### config.mk
export PLATFORM = sky130hd
export DESIGN_NAME = fifo_lvl_flat
export DESIGN_NICKNAME = d
export VERILOG_FILES = /design/src/rtl/fifo_lvl_if.sv /design/src/rtl/fifo_lvl.sv /design/src/flat_wrapper.sv
export SDC_FILE = /design/constraint.sdc
export NUM_CORES = 1
export LEC_CHECK = 0
export CORE_MARGIN = 8
export CORE_UTILIZATION = 35
export CTS_CLUSTER_DIAMETER = 150
export DETAILED_ROUTE_END_ITERATION = 7
export SYNTH_ARGS = -nofsm -noshare
export SYNTH_HDL_FRONTEND = slang
export SYNTH_SLANG_ARGS = --single-unit
### constraint.sdc
create_clock -name clk -period 2.1 [get_ports clk]
set_clock_uncertainty 0.05 [all_clocks]
set_input_delay 0.21 -clock clk [delete_from_list [all_inputs] [get_ports clk]]
set_output_delay 0.21 -clock clk [all_outputs]
set_load 0.03 [all_outputs]
### src/rtl/fifo_lvl_if.sv
// fifo_lvl_if: write/read handshake, data and status bundle of the level-reporting FIFO
interface fifo_lvl_if #(parameter int B = 8, parameter int W = 4);
  logic         wr;
  logic [B-1:0] w_data;
  logic         rd;
  logic         clr_err;
  logic [B-1:0] r_data;
  logic         empty;
  logic         full;
  logic         almost_empty;
  logic         almost_full;
  logic [W:0]   count;
  logic         overflow;
  logic         underflow;
  modport master (
    output wr, w_data, rd, clr_err,
    input  r_data, empty, full, almost_empty, almost_full, count, overflow, underflow
  );
  modport slave (
    input  wr, w_data, rd, clr_err,
    output r_data, empty, full, almost_empty, almost_full, count, overflow, underflow
  );
endinterface

### src/rtl/fifo_lvl.sv
// fifo_lvl: show-ahead FIFO with occupancy count, almost-full/empty and sticky error flags
module fifo_lvl #(
  parameter int B  = 8,
  parameter int W  = 4,
  parameter int AF = 12,
  parameter int AE = 2
) (
  input logic       clk,
  input logic       reset,
  fifo_lvl_if.slave f
);
  localparam int D = 2 ** W;
  logic [B-1:0] mem_q [D];
  logic [W-1:0] wp_q, wp_d, rp_q, rp_d;
  logic [W:0]   count_q, count_d;
  logic         empty_q, empty_d, full_q, full_d;
  logic         ae_q, ae_d, af_q, af_d;
  logic         ovf_q, ovf_d, unf_q, unf_d;
  logic         wa, ra;
  // A write into a full FIFO is still accepted when a pop frees the head slot the same cycle
  always_comb begin
    wa      = f.wr & (~full_q | f.rd);
    ra      = f.rd & ~empty_q;
    wp_d    = wp_q + W'(wa);
    rp_d    = rp_q + W'(ra);
    count_d = count_q + (W+1)'(wa) - (W+1)'(ra);
    empty_d = count_d == '0;
    full_d  = count_d == (W+1)'(D);
    ae_d    = count_d <= (W+1)'(AE);
    af_d    = count_d >= (W+1)'(AF);
    ovf_d   = (f.wr & ~wa) | (ovf_q & ~f.clr_err);
    unf_d   = (f.rd & empty_q) | (unf_q & ~f.clr_err);
  end
  always_ff @(posedge clk) begin
    if (reset) begin
      wp_q    <= '0;
      rp_q    <= '0;
      count_q <= '0;
      empty_q <= 1'b1;
      full_q  <= 1'b0;
      ae_q    <= 1'b1;
      af_q    <= 1'b0;
      ovf_q   <= 1'b0;
      unf_q   <= 1'b0;
    end else begin
      wp_q    <= wp_d;
      rp_q    <= rp_d;
      count_q <= count_d;
      empty_q <= empty_d;
      full_q  <= full_d;
      ae_q    <= ae_d;
      af_q    <= af_d;
      ovf_q   <= ovf_d;
      unf_q   <= unf_d;
    end
  end
  always_ff @(posedge clk)
    if (wa && !reset) mem_q[wp_q] <= f.w_data;
  assign f.r_data       = mem_q[rp_q];
  assign f.empty        = empty_q;
  assign f.full         = full_q;
  assign f.almost_empty = ae_q;
  assign f.almost_full  = af_q;
  assign f.count        = count_q;
  assign f.overflow     = ovf_q;
  assign f.underflow    = unf_q;
endmodule
### src/flat_wrapper.sv
// flat-port wrapper written by rule: the top's interface ports become plain ports
module fifo_lvl_flat 
#(
  parameter int B  = 8,
  parameter int W  = 4,
  parameter int AF = 12,
  parameter int AE = 2
)
  (clk, reset, f_wr, f_w_data, f_rd, f_clr_err, f_r_data, f_empty, f_full, f_almost_empty, f_almost_full, f_count, f_overflow, f_underflow);
  fifo_lvl_if #(.B(B), .W(W)) f_i ();
  input logic clk;
  input logic reset;
  input wire logic [$bits(f_i.wr)-1:0] f_wr;
  input wire logic [$bits(f_i.w_data)-1:0] f_w_data;
  input wire logic [$bits(f_i.rd)-1:0] f_rd;
  input wire logic [$bits(f_i.clr_err)-1:0] f_clr_err;
  output wire logic [$bits(f_i.r_data)-1:0] f_r_data;
  output wire logic [$bits(f_i.empty)-1:0] f_empty;
  output wire logic [$bits(f_i.full)-1:0] f_full;
  output wire logic [$bits(f_i.almost_empty)-1:0] f_almost_empty;
  output wire logic [$bits(f_i.almost_full)-1:0] f_almost_full;
  output wire logic [$bits(f_i.count)-1:0] f_count;
  output wire logic [$bits(f_i.overflow)-1:0] f_overflow;
  output wire logic [$bits(f_i.underflow)-1:0] f_underflow;
  assign f_i.wr = f_wr;
  assign f_i.w_data = f_w_data;
  assign f_i.rd = f_rd;
  assign f_i.clr_err = f_clr_err;
  assign f_r_data = f_i.r_data;
  assign f_empty = f_i.empty;
  assign f_full = f_i.full;
  assign f_almost_empty = f_i.almost_empty;
  assign f_almost_full = f_i.almost_full;
  assign f_count = f_i.count;
  assign f_overflow = f_i.overflow;
  assign f_underflow = f_i.underflow;
  fifo_lvl #(.B(B), .W(W), .AF(AF), .AE(AE)) u_core (.clk(clk), .reset(reset), .f(f_i));
endmodule
=== Yosys cells after proc, flatten, opt, wreduce, memory -nomap -nowiden ===
Memory sizes are Yosys's and may differ from the RTL's. A register that Yosys moved wholly into a read port is not among the register bits.
Index checks and enable logic that the tools add are counted.

* Register bits: 19
* Memory bits (writable): 128
* Input port bits: 13
* Output and inout port bits: 19
* Memories kept: 1

{| class="wikitable"
|+ Memory list
! name !! words !! bits a word !! rd ports !! clocked after Yosys merged registers in !! write ports !! RTL line !! source
|-
| u_core.mem_q || 16 || 8 || 1 || 1 || 1 || fifo_lvl.sv:13 || <nowiki>logic [B-1:0] mem_q [D];</nowiki>
|}

* Add/subtract/negate cells: 4
* $lt $le $gt $ge: 2
* Eq/ne operators: 1
* Muxes and demuxes: 3
* Bitwise logic cells: 13
* Reduce and logical (&&, ||, !) cells: 3

{| class="wikitable"
|+ Operators by type and width
! cell !! count
|-
| 4-bit by 1-bit adder with 4-bit output || 2
|-
| 1-bit AND || 6
|-
| 5-bit by 1-bit adder with 5-bit output || 1
|-
| 5-bit == test (second input constant) || 1
|-
| 5-bit by 4-bit greater-or-equal comparator with 1-bit output (second input constant) || 1
|-
| 5-bit by 2-bit <= comparator with 1-bit output (second input constant) || 1
|-
| 5-bit zero test || 1
|-
| 5-bit by 1-bit subtractor with 5-bit output || 1
|-
| 4-bit 2-to-1 mux || 1
|-
| 1-bit NOT || 4
|-
| 1-bit bitwise OR || 3
|-
| 1-bit 2-to-1 mux || 2
|-
| 1-bit logical AND || 1
|-
| 1-bit zero test || 1
|}

=== Depth between registers and ports, before layout ===
* Word-level depth: 6
* Mapped depth: 11
* Gate-level depth less buffers: 11

=== Worst setup path after synthesis ===
Ideal clock, no wire load.

* Path kind: flip-flop to flip-flop
* Start point: register u_core.empty_q (netlist: u_core.f.empty)
* End point: register u_core.empty_q (netlist: u_core.f.empty)
* Arrival: 2.139 ns
* Path slack: -0.205 ns
* Stages on the path, launching flop included: 11
* Path through: dfxtp_1 nor2_1 ha_1 inv_1 ha_1 inv_1 fa_1 nand2b_1 a21oi_1 xnor2_1 a41o_1

* Cells in the longest elaborated chain, start to end: 4

{| class="wikitable"
|+ Ends and longest elaborated chain
! element !! RTL line !! source
|-
| start: declaration || fifo_lvl.sv:16 || <nowiki>logic empty_q, empty_d, full_q, full_d;</nowiki>
|-
| start signal: assignment || fifo_lvl.sv:49 || <nowiki>empty_q <= empty_d;</nowiki>
|-
| 1-bit NOT || fifo_lvl.sv:23 || <nowiki>ra = f.rd & ~empty_q;</nowiki>
|-
| 1-bit AND || fifo_lvl.sv:23 ||
|-
| 5-bit by 1-bit subtractor with 5-bit output || fifo_lvl.sv:26 || <nowiki>count_d = count_q + (W+1)'(wa) - (W+1)'(ra);</nowiki>
|-
| 5-bit zero test || fifo_lvl.sv:27 || <nowiki>empty_d = count_d == '0;</nowiki>
|}

Every way passes these cells.
A chain may end at the register's enable or synchronous reset.

==> results by group <==
Yosys
  • Distinct cells, synth: 35
  • Post-synth EDFFs: 128
  • Post-Synthesis Cells: 290
  • Synth warn: 0
  • Leading area contributor after synthesis: edfxtp_1
  • Top post-synthesis cells by area: edfxtp_1 65%, mux4_1 11%, dfxtp_1 6.5%
  • Sequential fraction of the synthesis area: 71.8%
  • Yosys reg bits: 147
  • Ys flop type: edfxtp_1
  • Cell Area, Synth: 5880 um2
  • Synth top area share: 65.4%
  • Synthesized Nets: 313
  • Synth async-reset ratio: 0%
  • Synth Area per Inst: 20.3 um2

Timing
  • RSZ-0062 raised after global routing: true
  • Max-slew violations: 0
  • Post-layout min period: 2.50 ns
  • Rel. slew slack: 58.1%
  • Worst-Margin Slew: 0.627 ns
  • Fmax: 0.400 GHz
  • Tcrit/Tclk final: 119%
  • Hold Fails Final Rpt: 0
  • PnR worst setup slack: -0.402 ns
  • Setup tns final: -3.28 ns
  • # setup viols final: 12

Layout
  • Most common cell after layout, fill and taps aside: edfxtp_1
  • Layout cells sized above 1: 34.6%
  • Most frequent cells in the layout: 128 x edfxtp_1, 37 x buf_4, 30 x mux4_2, 22 x clkdlybuf4s50_1, 21 x nor2_1
  • Fin util: 45.4%
  • Nets: 397
  • Fill cell count: 1412
  • Layout Area Growth over Synthesis: 27.6%
  • N_diodes: 0

Routing
  • DRC viols: 0
  • Routed wire length: 12100 um
  • Vias: 3004
  • Via-to-Cell Ratio: 4.95
  • Routed Antenna Nets: 0
  • 1st-pass router iterations: 4
  • WL/cell: 19.9 um
  • Initial DRC Count: 260

CTS
  • Clock Latency Late Sink: 0.42 ns
  • Worst-path clk slew: 0.06 ns
  • Root buffer cell: clkbuf_16
  • H-tree depth: 4
  • Clock Tree Buf Depth: 2
  • CTS Sinks: 147
  • Post-cts hold buffer count: 0
  • TritonCTS clock tree: done
  • Total CTS buffers: 17

Die
  • Core area: 16500 um2
  • Die Height: 146 um
  • Die ar.: 21200 um2
  • Row cnt: 47
  • Starting Density: 35.6%
  • I/O Pins: 32
  • Die width: 146 um

Critical path
  • Req. time, crit path: 1.84 ns
  • CP startpoint kind: flop
  • Max Fanout on Critical Path: 5
  • FF-to-FF setup slack: -0.06 ns
  • CP startpoint: u_core.rp_q[0]
  • Slowest stage cell, crit path: mux4_2
  • Setup crit end: f_r_data[0]
  • Crit end category: output port
  • FF-to-FF Start: u_core.f.empty
  • Cells on worst reg2reg path: 11
  • Worst r2r dst: u_core.f.count[4]
  • Worst path max stage delay: 0.51 ns
  • Crit path kind: flop to output port
  • Critical path arrival: 2.24 ns
  • CP cell instances: buf_6 -> buf_12 -> mux4_2 -> mux4_2 -> buf_6

Global routing
  • Total gr overflow: 0
  • Largest net degree at the start of global routing: 25
  • Vias in the first global route: 3143
  • Global Route Usage Sum: 11.8%
  • Initial antenna violation count: 0
  • First-pass GRT wire length: 18700 um

Power and ir drop
  • Pwr Density: 1100 nW/um2
  • IR drop worst, VDD: 0.904 mV
  • Leakage: 0.00253 uW

Job
  • Max-cap viol count: 0

Place
  • # port buffers: 31
  • HPWL Detailed: 7690 um
  • RePlAce Congestion: 0.717
  • Place WS: -0.578 ns

Status
  • Status: complete, but fails checks
  • Failing checks: negative setup slack

Hold path
  • Worst Hold Class: primary input to flop
==> area by class of cell <==
type | instances | area, um2 | share of cell area (%)
clock buffer | 20 | 437 | 5.82
clock inverter | 12 | 115 | 1.53
inverter | 12 | 47.5 | 0.634
multi-input combinational | 117 | 1570 | 21.0
sequential | 147 | 4240 | 56.5
tap | 220 | 275 | 3.67
timing repair buffer | 79 | 817 | 10.9
==> cells by family after synthesis <==
kind of cell    share of synthesized area [%]
fa+ha+maj                                2.26
mux                                      16.9
compound gates                           1.15
buf+inv                                  2.47
simple gates                             4.38
flops                                    71.8
xor+xnor                                 1.04
==> metal layers <==
metal	track usage, %	share of wire, %	vias to the layer above
met5	0	0	-
met4	3.64	1.1	0
met3	4.42	5.6	12
met2	18.5	49	101
met1	14.9	45	1555
li1	-	-	1336
==> sequential cells by signal, summed over array words and instances, names as in the netlist <==
| signal | count |
|---|---|
| u_core.f.almost_empty | 1 |
| u_core.f.almost_full | 1 |
| u_core.f.count | 5 |
| u_core.f.empty | 1 |
| u_core.f.full | 1 |
| u_core.f.overflow | 1 |
| u_core.f.underflow | 1 |
| u_core.mem_q | 128 |
| u_core.rp_q | 4 |
| u_core.wp_q | 4 |
==> critical path: cells and delay by family (launching register included) <==
family	cells	cell delay, ns
buffers and inverters	3	0.43
DFF	1	0.38
muxes	2	1.01
==> worst min path at each step <==
| stage | start | depth (start not counted) | to | slack (ns) |
|---|---|---|---|---|
| floorplan | f_w_data[0] | 0 | u_core.mem_q[0][0] | 0.26 |
| global placement | u_core.f.overflow | 2 | u_core.f.overflow | 0.43 |
| detailed placement | u_core.f.overflow | 2 | u_core.f.overflow | 0.44 |
| CTS | f_clr_err | 4 | u_core.f.overflow | 0.36 |
| global route | f_rd | 4 | u_core.f.underflow | 0.21 |
| finish | f_rd | 4 | u_core.f.underflow | 0.16 |
==> synthesized netlist by cell type, types with 2 or more instances <==
library cell / count
or4b_1: 2
nor3_1: 4
nand3_1: 3
edfxtp_1: 128
xnor2_1: 5
inv_1: 12
nand2_1: 2
o21ai_1: 2
mux4_1: 24
mux4_2: 16
nand2b_1: 4
nor2_1: 24
clkbuf_1: 7
dfxtp_1: 19
buf_1: 2
buf_8: 2
xor2_1: 2
a21oi_1: 3
nor2b_1: 5
ha_1: 9
==> through the flow <==
step	cells	cell area [um2]	hold WS (ns)	power [uW]
6_report	607	7500	0.163	8260
5_1_grt	607	7500	0.212	8610
4_1_cts	606	7430	0.359	8130
3_5_place_dp	568	6730	0.444	4990
3_3_place_gp	568	6730	0.429	4960
2_1_floorplan	290	5900	0.259	4410
==> power by group <==
group,internal (uW),switching [uW]
logic,1080,981
registers,3300,77.8
clock network,1730,1090
==> repair_timing <==
item | CTS | global route
pin swaps | 3 | 6
resized for setup | 72 | 17
gates cloned | 3 | 0
setup endpoints to repair | 13 | 18
buffers inserted | 3 | 1
No activity file was read; power rests on OpenSTA's default activity.
